--- src/rtl/sm2201_bridge_pkg.sv ---
// sm2201_bridge_pkg: register offsets, FSM encoding, status bits and timing defaults for the SM2201 bridge.
package sm2201_bridge_pkg;
  localparam logic [2:0] OFF_ADDR_LO = 3'd0;
  localparam logic [2:0] OFF_ADDR_HI = 3'd1;
  localparam logic [2:0] OFF_WR_LO   = 3'd2;
  localparam logic [2:0] OFF_WR_HI   = 3'd3;
  localparam logic [2:0] OFF_RD_LO   = 3'd4;
  localparam logic [2:0] OFF_RD_HI   = 3'd5;
  localparam logic [2:0] OFF_STATUS  = 3'd6;
  localparam int ST_BUSY    = 0;
  localparam int ST_TIMEOUT = 1;
  localparam int ST_OVERRUN = 2;
  localparam int DEF_STROBE_CYCLES  = 4;
  localparam int DEF_TIMEOUT_CYCLES = 255;
  typedef enum logic [1:0] {IDLE, RD_STROBE, RD_DONE, WR_STROBE} state_e;
endpackage

--- src/rtl/sm2201_camac_cycle.sv ---
// sm2201_camac_cycle: one CAMAC strobe with minimum width, cb_prr handshake, timeout and read capture.
module sm2201_camac_cycle
  import sm2201_bridge_pkg::*;
#(
  parameter int STROBE_CYCLES  = DEF_STROBE_CYCLES,
  parameter int TIMEOUT_CYCLES = DEF_TIMEOUT_CYCLES
) (
  input  logic        clk,
  input  logic        rst,
  input  logic        start_i,
  input  logic        is_write_i,
  input  logic        cb_prr_i,
  input  logic [15:0] cb_data_in_i,
  output logic        done_o,
  output logic        timed_out_o,
  output logic [15:0] rd_data_o,
  output logic        cb_b_b1_o,
  output logic        cb_data_oe_o
);
  localparam logic [7:0] S_LAST = 8'(STROBE_CYCLES - 1);
  localparam logic [7:0] T_LAST = 8'(TIMEOUT_CYCLES - 1);
  logic        active_q, wr_q, ok, tmo;
  logic [7:0]  cnt_q;
  logic [15:0] rd_q;
  assign ok           = cnt_q >= S_LAST && !cb_prr_i;
  assign tmo          = !ok && cnt_q == T_LAST;
  assign done_o       = active_q && (ok || tmo);
  assign timed_out_o  = active_q && tmo;
  assign rd_data_o    = rd_q;
  assign cb_b_b1_o    = !active_q;
  assign cb_data_oe_o = active_q && wr_q;
  // a start coinciding with done chains a queued read straight onto the finishing write
  always_ff @(posedge clk or posedge rst)
    if (rst) begin
      active_q <= 1'b0;
      wr_q     <= 1'b0;
      cnt_q    <= 8'd0;
      rd_q     <= 16'd0;
    end else begin
      if (start_i) begin
        active_q <= 1'b1;
        wr_q     <= is_write_i;
        cnt_q    <= 8'd0;
      end else if (done_o) active_q <= 1'b0;
      else if (active_q) cnt_q <= cnt_q + 8'd1;
      if (done_o && !wr_q) rd_q <= tmo ? 16'hFFFF : cb_data_in_i;
    end
endmodule

--- src/rtl/sm2201_camac_byte_bridge.sv ---
// sm2201_camac_byte_bridge: ISA 8-bit register window at BASE_ADDR bridged to 16-bit CAMAC cycles.
// SM2201_AUTO_INC_EN: each completed read of offset 5 increments cb_addr (12-bit wrap).
module sm2201_camac_byte_bridge
  import sm2201_bridge_pkg::*;
#(
  parameter logic [9:0] BASE_ADDR      = 10'h100,
  parameter int         STROBE_CYCLES  = DEF_STROBE_CYCLES,
  parameter int         TIMEOUT_CYCLES = DEF_TIMEOUT_CYCLES
) (
  input  logic        isa_clk,
  input  logic        isa_reset,
  input  logic [9:0]  isa_addr,
  input  logic        isa_ale,
  input  logic        isa_aen,
  input  logic        isa_ior,
  input  logic        isa_iow,
  input  logic [7:0]  isa_data_in,
  output logic [7:0]  isa_data_out,
  output logic        isa_data_oe,
  output logic        isa_chrdy,
  output logic [11:0] cb_addr,
  input  logic [15:0] cb_data_in,
  output logic [15:0] cb_data_out,
  output logic        cb_data_oe,
  output logic        cb_b_b1,
  input  logic        cb_prr
);
  state_e      state_q, state_d;
  logic [9:0]  addr_q;
  logic        ior_q, ior_p_q, iow_q, iow_p_q, pend_q, pend_d;
  logic [11:0] cb_addr_q;
  logic [7:0]  wr_lo_q, wr_hi_q, status, rd_mux;
  logic        timeout_q, overrun_q;
  logic        sel, ior_fall, ior_rise, iow_rise, rd_go, wr_go, stat_clr, busy;
  logic        start, is_write, cyc_done, cyc_tmo;
  logic [15:0] rd_word;
  logic [2:0]  off;
  assign off      = addr_q[2:0];
  assign sel      = addr_q[9:3] == BASE_ADDR[9:3] && !isa_aen;
  assign ior_fall = ior_p_q && !ior_q;
  assign ior_rise = !ior_p_q && ior_q;
  assign iow_rise = !iow_p_q && iow_q;
  assign rd_go    = ior_fall && sel && off == OFF_RD_LO;
  assign wr_go    = iow_rise && sel && off == OFF_WR_HI;
  assign stat_clr = ior_rise && sel && off == OFF_STATUS;
  assign busy     = state_q == WR_STROBE;
  always_comb begin
    state_d  = state_q;
    pend_d   = pend_q;
    start    = 1'b0;
    is_write = 1'b0;
    case (state_q)
      IDLE: begin
        if (rd_go) begin
          state_d = RD_STROBE;
          start   = 1'b1;
        end else if (wr_go) begin
          state_d  = WR_STROBE;
          start    = 1'b1;
          is_write = 1'b1;
        end
      end
      RD_STROBE: state_d = cyc_done ? RD_DONE : RD_STROBE;
      RD_DONE:   state_d = ior_rise ? IDLE : RD_DONE;
      WR_STROBE: begin
        pend_d = pend_q || rd_go;
        if (cyc_done) begin
          state_d = pend_d ? RD_STROBE : IDLE;
          start   = pend_d;
          pend_d  = 1'b0;
        end
      end
      default: state_d = IDLE;
    endcase
  end
  always_ff @(posedge isa_clk or posedge isa_reset)
    if (isa_reset) begin
      state_q   <= IDLE;
      pend_q    <= 1'b0;
      addr_q    <= 10'd0;
      ior_q     <= 1'b0;
      ior_p_q   <= 1'b0;
      iow_q     <= 1'b0;
      iow_p_q   <= 1'b0;
      cb_addr_q <= 12'd0;
      wr_lo_q   <= 8'd0;
      wr_hi_q   <= 8'd0;
      timeout_q <= 1'b0;
      overrun_q <= 1'b0;
    end else begin
      state_q <= state_d;
      pend_q  <= pend_d;
      ior_q   <= isa_ior;
      ior_p_q <= ior_q;
      iow_q   <= isa_iow;
      iow_p_q <= iow_q;
      if (isa_ale) addr_q <= isa_addr;
      if (iow_rise && sel && off == OFF_ADDR_LO) cb_addr_q[7:0] <= isa_data_in;
      if (iow_rise && sel && off == OFF_ADDR_HI) cb_addr_q[11:8] <= isa_data_in[3:0];
      if (iow_rise && sel && off == OFF_WR_LO) wr_lo_q <= isa_data_in;
      if (wr_go && state_q == IDLE) wr_hi_q <= isa_data_in;
`ifdef SM2201_AUTO_INC_EN
      if (ior_rise && sel && off == OFF_RD_HI) cb_addr_q <= cb_addr_q + 12'd1;
`endif
      timeout_q <= cyc_tmo || (timeout_q && !stat_clr);
      overrun_q <= (wr_go && state_q != IDLE) || (overrun_q && !stat_clr);
    end
  sm2201_camac_cycle #(
    .STROBE_CYCLES (STROBE_CYCLES),
    .TIMEOUT_CYCLES(TIMEOUT_CYCLES)
  ) u_cycle (
    .clk         (isa_clk),
    .rst         (isa_reset),
    .start_i     (start),
    .is_write_i  (is_write),
    .cb_prr_i    (cb_prr),
    .cb_data_in_i(cb_data_in),
    .done_o      (cyc_done),
    .timed_out_o (cyc_tmo),
    .rd_data_o   (rd_word),
    .cb_b_b1_o   (cb_b_b1),
    .cb_data_oe_o(cb_data_oe)
  );
  always_comb begin
    status                 = 8'h00;
    status[ST_BUSY]        = busy;
    status[ST_TIMEOUT]     = timeout_q;
    status[ST_OVERRUN]     = overrun_q;
  end
  assign rd_mux = off == OFF_RD_LO ? rd_word[7:0] : off == OFF_RD_HI ? rd_word[15:8] :
                  off == OFF_STATUS ? status : 8'h00;
  // offset 4 stays off the bus until its CAMAC read has landed
  assign isa_data_oe  = !ior_q && sel && !(off == OFF_RD_LO && state_q != RD_DONE);
  assign isa_data_out = isa_data_oe ? rd_mux : 8'h00;
  assign isa_chrdy    = !(state_q == RD_STROBE || pend_q);
  assign cb_addr      = cb_addr_q;
  assign cb_data_out  = {wr_hi_q, wr_lo_q};
endmodule

--- config.mk ---
export PLATFORM = sky130hd
export DESIGN_NAME = sm2201_camac_byte_bridge
export DESIGN_NICKNAME = d
export VERILOG_FILES = /design/src/rtl/sm2201_bridge_pkg.sv /design/src/rtl/sm2201_camac_cycle.sv /design/src/rtl/sm2201_camac_byte_bridge.sv
export SDC_FILE = /design/constraint.sdc
export NUM_CORES = 1
export LEC_CHECK = 0
export BUFFER_PORTS_ARGS = -buffer_cell sky130_fd_sc_hd__buf_2
export CORE_MARGIN = 1
export CORE_UTILIZATION = 53
export DETAILED_ROUTE_END_ITERATION = 10
export PLACE_DENSITY = 0.79
export SYNTH_ARGS = -nofsm -noshare
export SYNTH_HDL_FRONTEND = slang
export SYNTH_SLANG_ARGS = --single-unit
--- constraint.sdc ---
create_clock -name isa_clk -period 3.01 [get_ports isa_clk]
set_input_delay 0.4515 -clock isa_clk [delete_from_list [all_inputs] [get_ports isa_clk]]
set_output_delay 0.4515 -clock isa_clk [all_outputs]
set_load 0.03 [all_outputs]
; After elaboration in Yosys (flattened, before gate mapping)
; Index checks and enable logic that the tools add are counted.
[totals]
word_cells = 107
input_bits = 41
output_inout_bits = 40
regBits = 73
[op_classes]
mux = 24
n_reduce_logical = 49
magnitude_cmp = 1
eq_ne = 15
addsub = 1
[ops]
columns = op, n
row1 = $mux W8, 6
row2 = $logic_and A1 B1 Y1, 26
row3 = $mux W16, 1
row4 = $logic_not A1 Y1, 11
row5 = $mux W2, 5
row6 = $eq A3 B3 Y1 const B, 3
row7 = $mux W1, 9
row8 = $add A8 B1 Y8 const B, 1
row9 = $eq A8 B8 Y1 const B, 1
row10 = $ge A8 B2 Y1 const B, 1
row11 = $pmux W2 S4, 1
row12 = $eq A7 B6 Y1 const B, 1
row13 = $eq A3 B2 Y1 const B, 2
row14 = $reduce_bool A2 Y1, 3
row15 = $logic_or A1 B1 Y1, 5
row16 = $eq A2 B2 Y1 const B, 2
row17 = $ne A2 B2 Y1 const B, 2
row18 = $reduce_and A2 Y1, 2
row19 = $eq A3 B1 Y1 const B, 1
row20 = $logic_not A3 Y1, 1
row21 = $mux W3, 1
row22 = $ne A3 B3 Y1 const B, 1
row23 = $eq A2 B1 Y1 const B, 1
row24 = $logic_not A2 Y1, 1
row25 = 2 further kinds, 2

; Logic depth before layout (Yosys ltp)
[depth]
word_depth = 10
depth_mapped = 8
ltp_nobuf = 7

; Cells and area by module
; A second synthesis with hierarchy kept.
[unflattened]
cells_unflattened = 271
hier_area_um2 = 3487.1
[by_module_without_submodules]
columns = mod, instances, cells_per_inst, area_each_um2
row1 = sm2201_camac_byte_bridge, 1, 170, 2277.2
row2 = sm2201_camac_cycle, 1, 101, 1209.9

; Worst setup path after synthesis
; No wires, ideal clock.
[synth_timing]
path_kind = input -> output
start = input isa_aen
end = output isa_data_oe
arrival_ps = 2005
t_required_ps = 2558
setup_slack_ps = 554
n_path_buf = 0
stages = 3
cell_sequence = or4b_4 nor3_1 a21boi_0
[synth_between]
elab_chain_cells = 4
[synth_lines]
columns = element, line
row1 = start: declaration, sm2201_camac_byte_bridge.sv:14  ; input logic isa_aen,
row2 = $logic_not A1 Y1, sm2201_camac_byte_bridge.sv:39  ; assign sel = addr_q[9:3] == BASE_ADDR[9:3] && !isa_aen;
row3 = $logic_and A1 B1 Y1, sm2201_camac_byte_bridge.sv:39
row4 = $logic_and A1 B1 Y1 (2 in series), sm2201_camac_byte_bridge.sv:133  ; assign isa_data_oe = !ior_q && sel && !(off == OFF_RD_LO && state_q != RD_DONE);
row5 = end: declaration, sm2201_camac_byte_bridge.sv:19  ; output logic isa_data_oe,
; Every way passes these cells.

; Worst setup path in the final report
[layout_timing]
start = register addr_q[5]
end = output isa_data_out[7]
[layout_between]
elab_chain_cells = 5
[layout_lines]
columns = element, line
row1 = start: declaration, sm2201_camac_byte_bridge.sv:29  ; logic [9:0] addr_q;
row2 = start signal: assignment, sm2201_camac_byte_bridge.sv:97  ; if (isa_ale) addr_q <= isa_addr;
row3 = $eq A7 B6 Y1, sm2201_camac_byte_bridge.sv:39
row4 = $logic_and A1 B1 Y1, sm2201_camac_byte_bridge.sv:39
row5 = $logic_and A1 B1 Y1 (2 in series), sm2201_camac_byte_bridge.sv:133
row6 = $mux W8, sm2201_camac_byte_bridge.sv:134  ; assign isa_data_out = isa_data_oe ? rd_mux : 8'h00;
row7 = end: declaration, sm2201_camac_byte_bridge.sv:18  ; output logic [7:0] isa_data_out,
; Every way passes these cells.

==> run_results.csv <==
group,metric,value,unit
clock_tree,clock_tree_from_tritoncts,"yes",
power,power.static_leakage,2.070,nW
detailed_routing,drt-total-wl,6.583,mm
power,p_clk_share,33.9,%
floorplanning,io_pins,81,
synthesis,post_synth_main_area_contributors,"sky130_fd_sc_hd__dfrtp_1, sky130_fd_sc_hd__mux2_2, sky130_fd_sc_hd__nor2_1",
critical_path,worstSetupStartpointType,"register",
clock_tree,ctsHoldBuffers,0,
detailed_routing,vias,2406,
global_route,grtUsageTotal,22.17,%
min_path,min-delay-path-class,"in -> async",
timing,whs,0.09712,ns
global_route,antenna_violations_before_repair,0,
detailed_routing,viasPerCell,5.265,
synthesis,syn_nets,341,
timing,worstMarginPinSlew,1.078,ns
timing,fin_max_slew_vios,0,
critical_path,critical_path.max_fanout,5,
power,seqPwrFrac,47.8,%
critical_path,crit_buf_inv,1,
synthesis,distinct_cell_type_count_of_the_synthesized_netlist,44,
power,power_switching,686.7,uW
synthesis,synthCells,293,
finish,layout.cells.most_common_list,"sky130_fd_sc_hd__buf_2, sky130_fd_sc_hd__dfrtp_1, sky130_fd_sc_hd__nor2_1",
synthesis,synth_largest_type_area_fraction,54.72,%
detailed_routing,post_detailed_route_drc_marker_count,0,
power,p_sw_share,28.23,%
critical_path,critical_path.cell_chain,"or4b_4 -> nor3_1 -> nand3_1 -> nor2_1 -> buf_2",
synthesis,number_of_storage_elements_in_the_synthesis_netlist,73,
critical_path,critPathCaptureType,"primary output",
detailed_routing,ant_nets,0,
synthesis,synth_area_per_cell,11.39,um^2
critical_path,required,2.56,ns
power,internal_power,1.746,mW
timing,worst_clock_skew,0.009965,ns
clock_tree,cts.htree.levels,3,
synthesis,post_synth_instance_area,3338,um^2
floorplanning,fp.dieArea,6620,um^2
floorplanning,fp.dieW,81.37,um
outcome,status,"complete, no violations",
placed_design,finalWeightedCongestion,0.7844,
clock_tree,cts.clk_slew.worst_paths,0.08,ns
floorplanning,design.core.area,5991,um^2
floorplanning,floorplan.initialDensity,55.72,%
critical_path,crit_type,"reg -> out",
power,power.combinational.fraction,18.4,%
placed_design,dpl.hpwl,4.703,mm
timing,timing.max_slew.rel_slack,27.74,%
global_route,globalRouteOverflowTotal,0,
critical_path,cp_top_family,"simple AND/OR/NAND/NOR gates",
timing,grt_setup_unrepaired,"no",
finish,layout.cells.most_common,"sky130_fd_sc_hd__buf_2",
timing,final_setup_violations,0,
synthesis,yosysSeqAreaShare,54.72,%
timing,final_min_period_over_clock_period,92.28,%
timing,finalHoldViolCount,0,
clock_tree,cts_buffers,9,
global_route,grt_pass1_wl,10.70,mm
synthesis,yosysWarnings,0,
clock_tree,clockBufferDepth,2,
detailed_routing,detailedRoute.firstIterationViolations,138,
floorplanning,die_y,81.37,um
synthesis,netlist.top_cell.by_area,"sky130_fd_sc_hd__dfrtp_1",
detailed_routing,detail_route.wl_per_cell,14.40,um
critical_path,cpMaxStageDelayCell,"sky130_fd_sc_hd__or4b_4",
finish,layout-area-overhead-vs-synth,20.54,%
critical_path,max_stage_delay_on_crit_path,0.58,ns
clock_tree,post-cts-setup-buffers,0,
timing,final_period_minus_worst_setup_slack,2.778,ns
global_route,pin_count_of_the_biggest_net_entering_global_routing,33,
power,pwr_density_cell,604.6,nW/um^2
clock_tree,insertion_delay,0.35,ns
run,maxCapViolations,0,
global_route,via_count_of_the_first_global_routing_pass,2301,
detailed_routing,drtPass1Iterations,4,
clock_tree,postCtsResizedCells,0,
power,max-vdd-ir-drop,405.2,uV
floorplanning,num_rows,28,
finish,antenna_cells_inserted,0,
clock_tree,root_buffer,"sky130_fd_sc_hd__clkbuf_8",
timing,max_frequency,0.3600,GHz
finish,drive_above_1_share,38.22,%
clock_tree,tritoncts_num_sinks,73,
finish,final_nets,425,
timing,finalSetupTns,0,ns
critical_path,critPathArrivalTime,2.33,ns
placed_design,io_buffers,80,
## synth_stat cells, drive strengths merged
library cell  number
a211oi             2
a21bo              1
a21boi             1
a21oi             21
a22o               2
and2b              1
and3               3
and4               1
buf                5
clkbuf             5
dfrtp             73
ha                 7
inv                7
mux2              39
mux2i              9
nand2              7
nand2b             2
nand3              7
nand3b             2
nand4              2
nor2              59
nor2b              2
nor3               7
nor3b              2
nor4               3
nor4b              1
o211a              1
o211ai             2
o21ai              5
o221ai             1
o22ai              1
o41ai              1
or2                1
or3b               1
or4                1
or4b               1
xnor2              7
## metal layers
metal | share of wire (%) | vias up | track usage, %
met5 | 0 | - | 0
met4 | 1.4 | 0 | 9.821
met3 | 6.5 | 11 | 7.079
met2 | 45 | 79 | 33.67
met1 | 47 | 1128 | 28.93
li1 | - | 1188 | -
## state kept, by name, summed over array words and instances (netlist names), 2 cells and up
register	cells
state_q	2
addr_q	10
cb_addr	12
u_cycle.rd_data_o	16
wr_hi_q	8
u_cycle.cnt_q	8
wr_lo_q	8
## final timing paths
| check | start | to | slack [ns] | cells past startpoint |
|---|---|---|---|---|
| max in group asynchronous | isa_reset | wr_hi_q[4]$_DFFE_PP0P_ | 2.18 | 3 |
| min | isa_reset | u_cycle.rd_data_o[14]$_DFFE_PP0P_ | 0.1 | 2 |
| min in group isa_clk | isa_iow | iow_q$_DFF_PP0_ | 0.20 | 1 |
| min reg2reg | iow_q$_DFF_PP0_ | iow_p_q$_DFF_PP0_ | 0.38 | 0 |
| max reg2reg | u_cycle.cnt_q[0]$_DFFE_PP0P_ | state_q[1]$_DFFE_PP0P_ | 0.57 | 6 |
| max | addr_q[5]$_DFFE_PP0P_ | isa_data_out[7] | 0.23 | 5 |
## metrics by stage
step / cells / instance area (um^2) / util (%) / setup slack, ns / power (mW)
2_1_floorplan: 293 / 3338 / - / 0.5536 / 1.506
3_3_place_gp: 441 / 3812 / 63.64 / 0.5247 / 1.612
3_5_place_dp: 441 / 3812 / 63.64 / 0.4498 / 1.628
4_1_cts: 457 / 4024 / 67.17 / 0.1951 / 2.453
5_1_grt: 457 / 4024 / 67.17 / 0.1110 / 2.558
6_report: 457 / 4024 / 67.17 / 0.2325 / 2.433
## layout make-up
type / count / area, um^2
fillers: 478 / 1967
flip-flops and latches: 73 / 1827
multi-input cells: 203 / 1443
repair buffers: 83 / 422.9
clock buffers: 11 / 131.4
well taps: 75 / 93.84
clock inverters: 5 / 80.08
inverters: 7 / 26.28
## power groups by stage
| stage | Sequential, mW | Combinational (mW) | Clock [mW] |
|---|---|---|---|
| after floorplan | 1.16 | 0.350 | 0 |
| after CTS | 1.16 | 0.453 | 0.839 |
| after detailed placement | 1.18 | 0.446 | 0 |
| final | 1.16 | 0.447 | 0.824 |
| after global placement | 1.17 | 0.438 | 0 |
| after global routing | 1.18 | 0.503 | 0.879 |
## cells by family after synthesis
| kind of cell | after synthesis | share of synthesized area (%) |
|---|---|---|
| AND/OR/NAND/NOR | 103 | 14.99 |
| flip-flops | 73 | 54.72 |
| multiplexers | 48 | 15.85 |
| AO/OA/AOI/OAI | 38 | 7.909 |
| buffers and inverters | 17 | 2.062 |
| XOR/XNOR | 7 | 1.837 |
| adder cells (fa/ha/maj) | 7 | 2.624 |
(Power assumes the default switching activity.)
